==> config.mk <==
export PLATFORM = sky130hd
export DESIGN_NAME = change_dispenser
export DESIGN_NICKNAME = d
export VERILOG_FILES = /design/src/rtl/change_dispenser.sv
export SDC_FILE = /design/constraint.sdc
export NUM_CORES = 1
export LEC_CHECK = 0
export ABC_AREA = 1
export BUFFER_PORTS_ARGS = -buffer_cell sky130_fd_sc_hd__buf_2
export CAP_MARGIN = 20
export CELL_PAD_IN_SITES_DETAIL_PLACEMENT = 1
export CELL_PAD_IN_SITES_GLOBAL_PLACEMENT = 2
export CORE_ASPECT_RATIO = 0.6
export CORE_MARGIN = 3
export CORE_UTILIZATION = 33
export DETAILED_ROUTE_END_ITERATION = 10
export PLACE_DENSITY = 0.89
export SETUP_SLACK_MARGIN = 0.15
export SLEW_MARGIN = 10
export SYNTH_ARGS = -nofsm -noshare
export SYNTH_HDL_FRONTEND = slang
export SYNTH_SLANG_ARGS = --single-unit
==> constraint.sdc <==
create_clock -name clk -period 2.4 [get_ports clk]
set_input_delay 0.24 -clock clk [delete_from_list [all_inputs] [get_ports clk]]
set_output_delay 0.24 -clock clk [all_outputs]
set_load 0.03 [all_outputs]
==> src/rtl/change_dispenser.sv <==
// -----------------------------------------------------------------------------
// change_dispenser
//
// Pays out a change amount as physical coins (50/10/5/1) through a pulse-driven
// coin ejector, picking the largest coin that still fits on every step. Each
// coin is one strobe of PULSE_CYCLES clocks followed by a wait for the ejector
// acknowledge; a missing acknowledge parks the block in FAULT until cleared.
//
// Optional feature macro: COIN_INVENTORY_EN
//   When defined, a per-denomination coin count limits which coins may be
//   chosen, a refill port adds coins (saturating at 255) and inv_empty reports
//   the empty denominations. When undefined, supply is unlimited.
//
// Parameters
//   PULSE_CYCLES  width of each eject_pulse in clk cycles (1..15)
//   ACK_TIMEOUT   cycles to wait for eject_ack after a pulse ends (1..255)
//
// Ports
//   clk           clock
//   reset         asynchronous, active-high reset
//   req_valid     change request (may be a single-cycle pulse)
//   req_amount    change amount in coin units
//   req_ready     high only while idle
//   eject_sel     one-hot coin select {50,10,5,1}, held through PULSE/WAIT_ACK
//   eject_pulse   ejector strobe, PULSE_CYCLES cycles per coin
//   eject_ack     ejector confirms one coin dropped (level or pulse)
//   busy          high in every state except IDLE
//   done          single-cycle pulse when a payout completes
//   paid_total    coins paid for the current/last request, cleared on accept
//   req_lost      sticky: a request arrived while not ready
//   fault         high while parked in FAULT
//   fault_clr     clears fault and req_lost, FAULT -> IDLE
//   refill_valid  (inventory) add refill_count coins of refill_sel
//   refill_sel    (inventory) 0:1 1:5 2:10 3:50
//   refill_count  (inventory) number of coins added
//   inv_empty     (inventory) per-denomination empty flags {50,10,5,1}
// -----------------------------------------------------------------------------
module change_dispenser #(
   parameter int unsigned PULSE_CYCLES = 4,
   parameter int unsigned ACK_TIMEOUT  = 200
) (
   input  logic       clk,
   input  logic       reset,
   input  logic       req_valid,
   input  logic [7:0] req_amount,
   output logic       req_ready,
   output logic [3:0] eject_sel,
   output logic       eject_pulse,
   input  logic       eject_ack,
   output logic       busy,
   output logic       done,
   output logic [7:0] paid_total,
   output logic       req_lost,
   output logic       fault,
   input  logic       fault_clr
`ifdef COIN_INVENTORY_EN
   ,
   input  logic       refill_valid,
   input  logic [1:0] refill_sel,
   input  logic [7:0] refill_count,
   output logic [3:0] inv_empty
`endif
);

   typedef enum logic [2:0] {
      S_IDLE,
      S_SELECT,
      S_PULSE,
      S_WAIT_ACK,
      S_DONE,
      S_FAULT
   } state_t;

   localparam logic [3:0] PULSE_LAST = 4'(PULSE_CYCLES - 1);
   localparam logic [7:0] ACK_LAST   = 8'(ACK_TIMEOUT - 1);

   // Largest coin not exceeding amt among the denominations flagged in avail.
   function automatic logic [3:0] pick_coin(input logic [7:0] amt,
                                            input logic [3:0] avail);
      logic [3:0] sel;
      sel = 4'b0000;
      if (avail[3] && amt >= 8'd50)      sel = 4'b1000;
      else if (avail[2] && amt >= 8'd10) sel = 4'b0100;
      else if (avail[1] && amt >= 8'd5)  sel = 4'b0010;
      else if (avail[0] && amt >= 8'd1)  sel = 4'b0001;
      return sel;
   endfunction

   function automatic logic [7:0] coin_value(input logic [3:0] sel);
      logic [7:0] val;
      case (sel)
         4'b1000: val = 8'd50;
         4'b0100: val = 8'd10;
         4'b0010: val = 8'd5;
         4'b0001: val = 8'd1;
         default: val = 8'd0;
      endcase
      return val;
   endfunction

   state_t     state, state_next;
   logic [7:0] remaining;
   logic [3:0] coin_sel;
   logic [3:0] pulse_cnt;
   logic [7:0] wait_cnt;
   logic       ack_seen;
   logic [3:0] coin_avail;
   logic [3:0] coin_pick;
   logic [7:0] coin_val;

   // Control strobes from the FSM to the datapath.
   logic       accept;
   logic       load_coin;
   logic       coin_paid;

   assign coin_pick = pick_coin(remaining, coin_avail);
   assign coin_val  = coin_value(coin_sel);

   // --------------------------------------------------------------------------
   // Coin supply
   // --------------------------------------------------------------------------
`ifdef COIN_INVENTORY_EN
   logic [7:0] coin_cnt [4];

   // Count after an optional single-coin decrement and an optional saturating
   // refill in the same cycle. A decrement only happens on a coin that was
   // selected with a non-zero count, so cnt - dec never wraps.
   function automatic logic [7:0] inv_next(input logic [7:0] cnt,
                                           input logic       dec,
                                           input logic       add,
                                           input logic [7:0] amt);
      logic [8:0] sum;
      sum = {1'b0, cnt} - {8'd0, dec} + (add ? {1'b0, amt} : 9'd0);
      return sum[8] ? 8'hFF : sum[7:0];
   endfunction

   // NOTE: the counts are individual registers with a defined reset value,
   // not a RAM, so clearing them in the reset branch is both legal and cheap.
   always_ff @(posedge clk or posedge reset) begin
      if (reset) begin
         for (int i = 0; i < 4; i++) coin_cnt[i] <= 8'd0;
      end else begin
         for (int i = 0; i < 4; i++) begin
            coin_cnt[i] <= inv_next(coin_cnt[i],
                                    coin_paid && coin_sel[i],
                                    refill_valid && (refill_sel == 2'(i)),
                                    refill_count);
         end
      end
   end

   always_comb begin
      for (int i = 0; i < 4; i++) inv_empty[i] = (coin_cnt[i] == 8'd0);
   end

   assign coin_avail = ~inv_empty;
`else
   assign coin_avail = 4'b1111;
`endif

   // --------------------------------------------------------------------------
   // FSM state register
   // --------------------------------------------------------------------------
   // NOTE: clocked state uses non-blocking assignments so every register
   // samples the pre-edge values regardless of statement order.
   always_ff @(posedge clk or posedge reset) begin
      if (reset) state <= S_IDLE;
      else       state <= state_next;
   end

   // --------------------------------------------------------------------------
   // FSM next state and outputs
   // --------------------------------------------------------------------------
   // NOTE: every signal written here gets a default first; a path that leaves
   // one unassigned would infer a latch.
   always_comb begin
      state_next  = state;
      accept      = 1'b0;
      load_coin   = 1'b0;
      coin_paid   = 1'b0;
      req_ready   = 1'b0;
      busy        = 1'b1;
      done        = 1'b0;
      fault       = 1'b0;
      eject_pulse = 1'b0;
      eject_sel   = 4'b0000;

      case (state)
         S_IDLE: begin
            req_ready = 1'b1;
            busy      = 1'b0;
            if (req_valid) begin
               accept     = 1'b1;
               state_next = S_SELECT;
            end
         end

         S_SELECT: begin
            if (remaining == 8'd0) begin
               state_next = S_DONE;
            end else if (coin_pick == 4'b0000) begin
               // Only reachable with a limited inventory: change is owed but
               // no denomination that fits is in stock.
               state_next = S_FAULT;
            end else begin
               load_coin  = 1'b1;
               state_next = S_PULSE;
            end
         end

         S_PULSE: begin
            eject_pulse = 1'b1;
            eject_sel   = coin_sel;
            // The strobe always runs full width; an ack that arrived during
            // it lets us skip WAIT_ACK.
            if (pulse_cnt == PULSE_LAST) begin
               if (ack_seen || eject_ack) begin
                  coin_paid  = 1'b1;
                  state_next = S_SELECT;
               end else begin
                  state_next = S_WAIT_ACK;
               end
            end
         end

         S_WAIT_ACK: begin
            eject_sel = coin_sel;
            if (eject_ack) begin
               coin_paid  = 1'b1;
               state_next = S_SELECT;
            end else if (wait_cnt == ACK_LAST) begin
               state_next = S_FAULT;
            end
         end

         S_DONE: begin
            done       = 1'b1;
            state_next = S_IDLE;
         end

         S_FAULT: begin
            fault = 1'b1;
            if (fault_clr) state_next = S_IDLE;
         end

         default: begin
            state_next = S_IDLE;
         end
      endcase
   end

   // --------------------------------------------------------------------------
   // Datapath: amount bookkeeping, coin register, timers, sticky flags
   // --------------------------------------------------------------------------
   always_ff @(posedge clk or posedge reset) begin
      if (reset) begin
         remaining  <= 8'd0;
         paid_total <= 8'd0;
         coin_sel   <= 4'b0000;
         pulse_cnt  <= 4'd0;
         wait_cnt   <= 8'd0;
         ack_seen   <= 1'b0;
         req_lost   <= 1'b0;
      end else begin
         if (accept) begin
            remaining  <= req_amount;
            paid_total <= 8'd0;
         end else if (coin_paid) begin
            // coin_val <= remaining by construction of the selection.
            remaining  <= remaining - coin_val;
            paid_total <= paid_total + coin_val;
         end

         if (load_coin) coin_sel <= coin_pick;

         // Both timers restart from zero whenever their state is entered,
         // because they are held at zero in every other state.
         pulse_cnt <= (state == S_PULSE)    ? pulse_cnt + 4'd1 : 4'd0;
         wait_cnt  <= (state == S_WAIT_ACK) ? wait_cnt + 8'd1  : 8'd0;

         // Acks are only remembered while the strobe is running, so repeated
         // acks for one coin collapse into one.
         ack_seen <= (state == S_PULSE) ? (ack_seen | eject_ack) : 1'b0;

         // A clear in the same cycle as a stray request wins.
         if (fault_clr)                           req_lost <= 1'b0;
         else if (req_valid && state != S_IDLE)   req_lost <= 1'b1;
      end
   end

endmodule
==> impl_metrics.yaml <==
clock_tree:
  clk_path_buf_depth: 2
  cts_tree: "built"
  holdBufCountCts: 0
  worst_setup_hold_path_clk_slew_ps: 60
  cts_sinks: 37
  clk_latency_ps: 290
  cts.htree.levels: 2
  cts_root_buf: "clkbuf_16"
  cts_made_buffers: 5
drt:
  viasPerCell: 4.74
  wl_met3_um: 265
  drc: 0
  top_layer: "met4"
  drt-pass1-iter-count: 4
  wirelength_met1_mm: 3.72
  drtAntennaViolNets: 0
  vias: 2284
  first_iter_violations: 83
  drt-total-wl_mm: 6.84
  wl_met2_mm: 2.77
  routedWlPerCell_um: 14.2
timing:
  max_clock_freq_ghz: 0.475
  post-route-min-period_ps: 2100
  slew_headroom_pct: 40.5
  layout_setup_ws_ps: 296
  rsz0062_at_grt: "yes"
  fin_crit_sh_pct: 87.7
  tns_ps: 0
  hold_viol: 0
  setup_viol: 0
  fin_worst_skew_ps: 3.57
  slew_viol_final: 0
  tightest_slew_ps: 890
layout:
  diodes: 0
  syn2layout_area_growth_pct: 20.3
  multi_input_area_um2: 1400
  final_net_count: 411
  final_cells: 482
  final_area_um2: 2990
  nFillCells: 886
  drive_gt1_share_pct: 19.6
  register_area_um2: 927
critical_path:
  end_kind: "flip-flop"
  worstPathRequired_ps: 2580
  worst-path-max-fanout: 4
  startpoint_type: "flip-flop"
  crit_arrival_ps: 2280
  setup.worst_path.class: "reg2reg"
  ff2ff_setup_slack_ps: 300
synthesis:
  yosys.area.top_type_share_pct: 37.2
  yosysMostFrequentCell: "nand2_1"
  synth_area_um2: 2490
  ys_seq_area_share_pct: 37.2
  synth_edf_count: 0
  synth_flop_cell: "dfrtp_1"
  async_reset_ff_share_pct: 100
  yosysWarnings: 0
  synth-seq-cells: 37
  synth_largest_area_cell: "dfrtp_1"
  synth_area_leaders: "dfrtp_1, nand2_1, inv_1"
  syn_area_per_cell_um2: 7.26
  syn_inst: 343
  netlist_top_cells_count: "nand2_1, inv_1, nor2_1"
  syn_nets: 372
  ys_types: 32
die:
  die_h_um: 73.3
  core.rowCount: 23
  ioPinCount: 31
  start_util_pct: 35.6
  die_w_um: 118
  core_region_area_um2: 6990
  die_area_um2: 8650
placed_design:
  port_buffers: 30
  hpwl_mm: 5.37
  pre_cts_slack_ps: 199
  gp_congestion: 0.871
  place_inst: 473
  place_area_um2: 2770
global_route:
  grt_pass1_vias: 2322
  grt_overflow: 0
  antenna_found_initial: 0
  grt_max_degree: 38
  track_usage_pct: 17.3
  grt_pass1_wl_mm: 11.7
outcome:
  outcome: "complete, no violations"
power_and_ir_drop:
  p_per_area_nw_per_um2: 1510
  leakage_uw: 0.00160
  ir_drop_mv: 0.722
flow_run:
  max_cap_violations: 0
worst_hold_path:
  hp-class: "in2async"
[what timing repair did]
action                     4_1_cts  5_1_grt
setup endpoints to repair        0       11
resized for setup                0       15
setup buffers                    0        2
[sequential cells by signal, indices dropped and copies added, names as in the netlist]
signal	count
wait_cnt	8
paid_total	8
req_lost	1
coin_sel	4
remaining	8
ack_seen	1
pulse_cnt	4
state	3
[cells in the final DEF, fill, tap and decap left out, types with 3 or more instances in the layout]
cell type and count:
buf_4 5, inv_1 50, nand4_1 5, nor2_1 41, dfrtp_1 36, buf_2 30, ha_1 10, nor3_1 4
o21ai_0 12, nand2_1 87, o21ai_1 6, o211ai_2 3, or2_2 3, nand3_1 27, a21oi_1 18, nand2_4 3
clkbuf_16 5, inv_2 6, xnor2_1 4
[per-stage QoR]
| step | utilization (%) | total power, µW | hold slack [ps] |
|---|---|---|---|
| finish | 42.8 | 4530 | 73.0 |
| global route | 42.8 | 5030 | 126 |
| CTS | 41.6 | 4390 | 88.1 |
| detailed placement | 39.5 | 3690 | 395 |
| global placement | 39.5 | 3610 | 394 |
| floorplan | - | 3010 | 306 |
[cell families after synthesis]
kind of cell             count (synthesis)  share of synthesized area [%]
flip-flops                              37                           37.2
adder cells (fa/ha/maj)                 16                           8.65
AO/OA/AOI/OAI                           45                           10.7
AND/OR/NAND/NOR                        181                           32.4
buffers and inverters                   59                           9.30
XOR/XNOR                                 5                           1.76
[final timing paths]
path	startpoint	to	cells after the start
setup / recovery	coin_sel[2]	remaining[6]	11
hold / removal	reset	wait_cnt[5]	3
setup reg to reg	coin_sel[2]	remaining[6]	11
hold reg to reg	pulse_cnt[0]	pulse_cnt[0]	1
max in group asynchronous	reset	coin_sel[0]	3
min in group clk	fault_clr	req_lost	2
[worst max-delay path: stages (launching register included)]
cell	delay, ps
dfrtp_1	430
nor2_1	190
nand2_1	70
a21oi_1	250
ha_2	270
fa_2	230
nand3b_1	150
nand2_1	80
nand3_1	90
nand3_1	70
nand3_1	90
nand2_1	50
[per-layer routing]
| metal | GRT usage (%) | vias up |
|---|---|---|
| met5 | 0 | - |
| li1 | - | 1169 |
| met2 | 26.2 | 29 |
| met1 | 24.7 | 1076 |
| met4 | 4.68 | 0 |
| met3 | 4.46 | 10 |
[power by group]
| part | switching, µW | internal, µW | total (µW) |
|---|---|---|---|
| clock | 265 | 407 | 673 |
| sequential | 241 | 831 | 1070 |
| combinational | 1790 | 994 | 2780 |
[cell type report]
| class | count | area share (%) |
|---|---|---|
| sequential | 37 | 31.0 |
| clock buffer | 6 | 4.64 |
| tap | 100 | 4.18 |
| multi-input combinational | 247 | 46.7 |
| timing repair buffer | 35 | 6.27 |
| inverter | 56 | 7.02 |
| clock inverter | 1 | 0.251 |
(Power assumes the default switching activity.)
